$ cat config.mk
export PLATFORM = sky130hd
export DESIGN_NAME = dmem_arbiter
export DESIGN_NICKNAME = d
export VERILOG_FILES = /design/src/rtl/dmem_arb_pkg.sv /design/src/rtl/arb_wait_ctr.sv /design/src/rtl/dmem_arbiter.sv
export SDC_FILE = /design/constraint.sdc
export NUM_CORES = 1
export LEC_CHECK = 0
export BUFFER_PORTS_ARGS = -buffer_cell sky130_fd_sc_hd__buf_2
export CORE_MARGIN = 1.5
export CORE_UTILIZATION = 39
export DETAILED_ROUTE_END_ITERATION = 12
export PLACE_DENSITY = 0.77
export SETUP_SLACK_MARGIN = 0.1
export SLEW_MARGIN = 20
export SYNTH_ARGS = -nofsm -noshare
export SYNTH_HDL_FRONTEND = slang
export SYNTH_SLANG_ARGS = --single-unit
$ cat constraint.sdc
create_clock -name clk -period 1.8 [get_ports clk]
set_input_delay 0.18 -clock clk [delete_from_list [all_inputs] [get_ports clk]]
set_output_delay 0.18 -clock clk [all_outputs]
set_load 0.05 [all_outputs]
$ cat src/rtl/dmem_arb_pkg.sv
// Shared types and constants for the data-memory arbiter.
package dmem_arb_pkg;

  typedef enum logic {
    ARB_NORMAL = 1'b0,
    ARB_LOCKED = 1'b1
  } arb_state_t;

  localparam int DEF_ADDR_W = 8;
  localparam int DEF_DATA_W = 8;
  localparam int CONFLICT_W = 16;

  // Counter width for a saturating count up to max_wait; never narrower than 1 bit.
  function automatic int wait_cnt_w(input int max_wait);
    return (max_wait < 1) ? 1 : $clog2(max_wait + 1);
  endfunction

endpackage

$ cat src/rtl/arb_wait_ctr.sv
// Saturating starvation counter: counts consecutive denied host cycles up to MAX_WAIT.
module arb_wait_ctr
  import dmem_arb_pkg::*;
#(
  parameter int MAX_WAIT = 4,
  parameter int CNT_W    = wait_cnt_w(MAX_WAIT)
) (
  input  logic             clk,
  input  logic             rst,
  input  logic             inc,
  input  logic             clr,
  output logic             at_max,
  output logic [CNT_W-1:0] cnt
);

  localparam logic [CNT_W-1:0] MAX_V = CNT_W'(MAX_WAIT);

  logic [CNT_W-1:0] r_cnt;

  always_ff @(posedge clk or posedge rst) begin
    if (rst)
      r_cnt <= '0;
    else if (clr)
      r_cnt <= '0;
    else if (inc && (r_cnt != MAX_V))
      r_cnt <= r_cnt + 1'b1;
  end

  assign at_max = (r_cnt == MAX_V);
  assign cnt    = r_cnt;

endmodule

$ cat src/rtl/dmem_arbiter.sv
// Core/host arbiter for the single-port data memory with host burst lock.
// Optional contention statistics are enabled with the DMEM_ARB_STATS_EN macro.
module dmem_arbiter
  import dmem_arb_pkg::*;
#(
  parameter int ADDR_W   = DEF_ADDR_W,
  parameter int DATA_W   = DEF_DATA_W,
  parameter int MAX_WAIT = 4
) (
  input  logic              clk,
  input  logic              reset,
  input  logic              core_req,
  input  logic              core_we,
  input  logic [ADDR_W-1:0] core_addr,
  input  logic [DATA_W-1:0] core_wdata,
  output logic              core_gnt,
  output logic              core_rvalid,
  output logic [DATA_W-1:0] core_rdata,
  input  logic              host_req,
  input  logic              host_we,
  input  logic              host_lock,
  input  logic [ADDR_W-1:0] host_addr,
  input  logic [DATA_W-1:0] host_wdata,
  output logic              host_gnt,
  output logic              host_rvalid,
  output logic [DATA_W-1:0] host_rdata,
  output logic              mem_read_en,
  output logic              mem_write_en,
  output logic [ADDR_W-1:0] mem_addr,
  output logic [DATA_W-1:0] mem_wdata,
  input  logic [DATA_W-1:0] mem_rdata
`ifdef DMEM_ARB_STATS_EN
  ,
  output logic [CONFLICT_W-1:0] conflict_cnt
`endif
);

  localparam int CNT_W = wait_cnt_w(MAX_WAIT);

  arb_state_t       r_state;
  arb_state_t       w_state_nxt;
  logic             w_core_gnt;
  logic             w_host_gnt;
  logic             w_at_max;
  logic [CNT_W-1:0] w_wait_cnt;
  logic             r_core_rvalid;
  logic             r_host_rvalid;
  logic [DATA_W-1:0] r_core_rdata;
  logic [DATA_W-1:0] r_host_rdata;

  arb_wait_ctr #(
    .MAX_WAIT (MAX_WAIT),
    .CNT_W    (CNT_W)
  ) u_wait (
    .clk    (clk),
    .rst    (reset),
    .inc    (host_req & ~w_host_gnt),
    .clr    (~host_req | w_host_gnt),
    .at_max (w_at_max),
    .cnt    (w_wait_cnt)
  );

  always_ff @(posedge clk or posedge reset) begin
    if (reset)
      r_state <= ARB_NORMAL;
    else
      r_state <= w_state_nxt;
  end

  // Grants are suppressed outright while reset is high, so nothing reaches memory.
  always_comb begin
    w_core_gnt  = 1'b0;
    w_host_gnt  = 1'b0;
    w_state_nxt = r_state;
    if (!reset) begin
      if ((r_state == ARB_LOCKED) && host_req && host_lock)
        w_host_gnt = 1'b1;
      else if (host_req && (!core_req || w_at_max))
        w_host_gnt = 1'b1;
      else if (core_req)
        w_core_gnt = 1'b1;
      w_state_nxt = (w_host_gnt && host_lock) ? ARB_LOCKED : ARB_NORMAL;
    end
  end

  always_comb begin
    mem_read_en  = 1'b0;
    mem_write_en = 1'b0;
    mem_addr     = '0;
    mem_wdata    = '0;
    if (w_core_gnt) begin
      mem_read_en  = ~core_we;
      mem_write_en = core_we;
      mem_addr     = core_addr;
      mem_wdata    = core_wdata;
    end else if (w_host_gnt) begin
      mem_read_en  = ~host_we;
      mem_write_en = host_we;
      mem_addr     = host_addr;
      mem_wdata    = host_wdata;
    end
  end

  always_ff @(posedge clk or posedge reset) begin
    if (reset) begin
      r_core_rvalid <= 1'b0;
      r_host_rvalid <= 1'b0;
      r_core_rdata  <= '0;
      r_host_rdata  <= '0;
    end else begin
      r_core_rvalid <= w_core_gnt & ~core_we;
      r_host_rvalid <= w_host_gnt & ~host_we;
      if (w_core_gnt && !core_we)
        r_core_rdata <= mem_rdata;
      if (w_host_gnt && !host_we)
        r_host_rdata <= mem_rdata;
    end
  end

`ifdef DMEM_ARB_STATS_EN
  logic [CONFLICT_W-1:0] r_conflict_cnt;

  always_ff @(posedge clk or posedge reset) begin
    if (reset)
      r_conflict_cnt <= '0;
    else if (core_req && host_req && (r_conflict_cnt != '1))
      r_conflict_cnt <= r_conflict_cnt + 1'b1;
  end

  assign conflict_cnt = r_conflict_cnt;
`endif

  assign core_gnt    = w_core_gnt;
  assign host_gnt    = w_host_gnt;
  assign core_rvalid = r_core_rvalid;
  assign host_rvalid = r_host_rvalid;
  assign core_rdata  = r_core_rdata;
  assign host_rdata  = r_host_rdata;

endmodule
# After elaboration in Yosys (flattened, before gate mapping)
# Cells that the tools add are included.
# totals
latchBits,0
ram_bits,0
register_bits,22
output_inout_bits,38
mem_bits_ro,0
inputBits,47
wordCells,48
mem_count,0
# classes
eq_ne,2
n_reduce_logical,12
n_mux,19
n_mul,0
n_bitwise,8
div,0
n_addsub,1
n_shift,0
order_cmp,0
# ops
cell,n
8-bit 2-to-1 mux,4
1-bit 2-to-1 mux,13
1-bit logical AND,7
3-bit 2-to-1 mux,2
1-bit inverter,4
3-bit by 1-bit adder with 3-bit output (second input constant),1
1-bit AND,3
3-bit equality test (second input constant),1
1-bit logical NOT,3
3-bit inequality test (second input constant),1
2-bit nonzero test,1
1-bit logical OR,1
1-bit OR,1

# Logic depth before layout (Yosys ltp)
# depth
word_depth,12
depth_mapped,7
mapped_depth_nobuf,5

# Hierarchy
# From an unflattened synthesis, not the netlist that was laid out.
# hier_totals
hier_cells,87
hier_area_um2,1133.6
# modules_own_cells
mod,n_inst,area_per_inst_um2,seq_area_each_um2,cells_per_inst
dmem_arbiter,1,932.1,475.5,68
arb_wait_ctr,1,201.4,75.1,19

# Worst setup path after synthesis
# Ideal clock, no wire load.
# synth_timing
path_type,register to output
start,reg u_wait.r_cnt[0] (netlist: u_wait.cnt[0])
end,out mem_read_en
required_ns,1.620
arrival_time_ns,2.040
n_path_buf,2
path_stages_with_launch,8
slack_ns,-0.420
cell_sequence,dfrtp_1 -> inv_1 -> ha_1 -> buf_6 -> a22oi_4 -> buf_2 -> o21ai_0 -> a21oi_1
# synth_between
elab_chain_cells,9
word_cells_on_any_way,12
cone_classes,1 x eq/ne; 9 x mux; 2 x reduce/logical
# synth_rtl
item,line_no,source
"start, declared",arb_wait_ctr.sv:18,logic [CNT_W-1:0] r_cnt;
"start signal, assigned",arb_wait_ctr.sv:26,r_cnt <= r_cnt + 1'b1;
3-bit equality test *,arb_wait_ctr.sv:29,assign at_max = (r_cnt == MAX_V);
1-bit logical OR *,dmem_arbiter.sv:78,else if (host_req && (!core_req || w_at_max))
1-bit logical AND *,dmem_arbiter.sv:78,
1-bit 2-to-1 mux,dmem_arbiter.sv:78,
1-bit 2-to-1 mux,dmem_arbiter.sv:76,if ((r_state == ARB_LOCKED) && host_req && host_lock)
1-bit 2-to-1 mux (2 in series),dmem_arbiter.sv:75,if (!reset) begin
1-bit 2-to-1 mux,dmem_arbiter.sv:96,end else if (w_host_gnt) begin
1-bit 2-to-1 mux *,dmem_arbiter.sv:91,if (w_core_gnt) begin
"end, declared",dmem_arbiter.sv:27,"output logic mem_read_en,"
# Mark *: on every way between the ends. The rest lies on a longest branch, timed or not. The select of a mux whose other input is x is not followed.

# Final worst setup path
# layout_timing
start,reg u_wait.r_cnt[0] (netlist: u_wait.cnt[0])
end,out mem_wdata[7]
# layout_between
elab_chain_cells,9
word_cells_on_any_way,12
cone_classes,1 x eq/ne; 9 x mux; 2 x reduce/logical
# layout_rtl
item,line_no,source
3-bit equality test *,arb_wait_ctr.sv:29,
1-bit logical OR *,dmem_arbiter.sv:78,
1-bit logical AND *,dmem_arbiter.sv:78,
1-bit 2-to-1 mux,dmem_arbiter.sv:78,
1-bit 2-to-1 mux,dmem_arbiter.sv:76,
1-bit 2-to-1 mux (2 in series),dmem_arbiter.sv:75,
8-bit 2-to-1 mux,dmem_arbiter.sv:96,
8-bit 2-to-1 mux *,dmem_arbiter.sv:91,
"end, declared",dmem_arbiter.sv:30,"output logic [DATA_W-1:0] mem_wdata,"
# Marked as above.

==> reports/metrics.cfg <==
[detailed_routing]
viasPerCell = 5.48
drt-pass1-iter-count = 4
finalWirelength_mm = 4.11
ant_nets = 0
drt_drc_violations_left = 0
via_count = 1501
drt-initial-drc-count = 50
wl_per_cell_um = 15.0

[global_routing]
overflow = 0
use_met1 = 0.269
grt.met3_usage = 0.0321
top_usage_layer = met2
grt_max_degree = 24
antenna_found_initial = 0
use_met2 = 0.359
grt_pass1_vias = 1479
track_usage = 0.206
grt_pass1_wl_mm = 6.81

[timing]
hold_violations = 0
rsz0062_at_grt = yes
min_period_over_period = 1.10
timing.hold.ws_ns = 0.0367
fin_crit_ns = 1.98
clock_skew_ns = 0.00734
relSlewSlack = 0.676
setup_ws_ns = -0.181
clock.fmax_ghz = 0.505
setup_tns_ns = -2.61
drv_slew = 0
finalSetupViolCount = 19
tightest_slew_ns = 0.481

[floorplanning]
die-width_um = 63.5
fp.dieArea_um2 = 4040
initial_core_util = 0.418
rows = 21
fp.coreArea_um2 = 3420
fp.dieH_um = 63.5
boundaryPins = 85

[outcome]
status = complete, but fails checks
violations = negative setup slack

[placement]
io_buffers = 84
gp_congestion = 0.757
dp_hpwl_mm = 3.05
place_ws_ns = 0.0169

[pwr]
leakagePower_nw = 1.02
p_total_mw = 1.88
powerDensity_nw_per_um2 = 797
ir_drop_mv = 0.696

[cts]
h-tree-depth = 1
cts_tree = built
worstSkewPairLatency_ns = 0.30
cts.sinks = 22
cts_root_buf = clkbuf_4
cts_max_path_buffers = 2
post_cts_buffers = 0
cts_hold_buffers = 0
path_clk_slew_ns = 0.12
cts_buffers = 3

[logic_synthesis]
synth-seq-cells = 22
synth-simple-area-share = 0.0438
synth.area.mux_share = 0.147
synth_flop_cell = dfrtp_1
synth_edf_count = 0
yosysTopAreaCell = dfrtp_1
synth_area_leaders = dfrtp_1, o211ai_1, mux2_4
synth_area_per_cell_um2 = 10.1
synth_seq_area_share = 0.385
async_flop_share = 1.00
yosys.area.top_type_share = 0.385
synthCells = 142
ys_top_cells_by_count = o211ai_1, a21oi_1, dfrtp_1, clkbuf_1, mux2_4
synth_compound_area_frac = 0.329
synthAdderAreaFrac = 0.0175
synth_top_family_by_area = compound AO/OA/AOI/OAI gates
synth.distinct_cells = 26
synth_xor_xnor_area_share = 0
yosysMostFrequentCell = o211ai_1
synth_nets = 191
netlist_area_um2 = 1430
synth_warnings = 0

[setup_path]
reg2reg_depth = 5
crit_path_start_kind = flip-flop
path_max_fanout = 8
crit_type = reg -> out
crit_path_end_kind = output pin
cp.required_ns = 1.62
worstPathArrival_ns = 1.80

[layout]
regArea_um2 = 551
fill_cells = 266
multi_input_area_um2 = 1010
n_antenna_cell = 0
syn2layout_area_growth_pct = 65.5
drive_above_1_share = 0.640
fin_nets = 278

[worst_hold_path]
hold_class = in -> async

[flow_run]
drv_cap = 0

critical path, stage by stage (launching register included):
cell	delay, ns
dfrtp_1	0.37
inv_2	0.06
ha_4	0.17
a21bo_4	0.23
buf_6	0.13
o211ai_1	0.28
a21oi_4	0.10
buf_6	0.17
power by group:
part           switching, mW  total [mW]  internal (mW)
combinational          0.642       0.980          0.338
sequential            0.0518       0.634          0.582
clock                  0.146       0.269          0.123
total                  0.840        1.88           1.04
through the flow:
stage,std cells,util,instance area [um2]
floorplan,142,-,1650
global placement,270,0.633,2160
detailed placement,270,0.633,2160
CTS,274,0.691,2360
global route,274,0.692,2360
finish,274,0.692,2360
cells in the final DEF (no fill, tap or decap), drive strengths merged, types with 2 or more instances in the layout:
master / count
a21oi: 23
buf: 100
clkbuf: 4
dfrtp: 22
ha: 2
inv: 4
mux2: 16
nand4: 2
nor2: 2
nor2b: 2
o211a: 2
o211ai: 36
o21ai: 4
final cells by class:
cell class                 count  share of cell area
clock buffer                   4              0.0153
inverter                       4             0.00635
multi-input combinational     98               0.426
sequential                    22               0.233
tap                           46              0.0243
timing repair buffer         100               0.295
repair_timing:
item,CTS,global route
pin swaps,26,16
endpoints found under the setup margin,28,28
gates resized for setup,49,3
hold endpoints to repair,0,0
state kept, by name, indices dropped and copies added, names as in the netlist:
register	count
r_state	1
host_rvalid	1
host_rdata	8
core_rvalid	1
u_wait.cnt	3
core_rdata	8
routing by layer:
metal  up-vias  share of wire
li1        719              -
met1       722           0.44
met2        56           0.49
met3         4          0.056
met4         0         0.0063
met5         -              0
path summary, 6_finish.rpt:
kind / start / endpoint / slack (ns)
setup / recovery: u_wait.cnt[0] / mem_wdata[7] / -0.18
hold / removal: reset / u_wait.cnt[2] / 0.04
setup reg to reg: u_wait.cnt[0] / host_rdata[6] / 0.18
hold reg to reg: core_rdata[0] / core_rdata[0] / 0.50
max in group asynchronous: reset / u_wait.cnt[1] / 1.54
min in group clk: mem_rdata[0] / core_rdata[0] / 0.11
logic make-up (layout without fill, tap and decap cells):
family,after synthesis,after routing
compound gates,69,69
fa+ha+maj,2,2
flops,22,22
buf+inv,22,108
mux,16,16
simple gates,11,11
(Power assumes the default switching activity.)
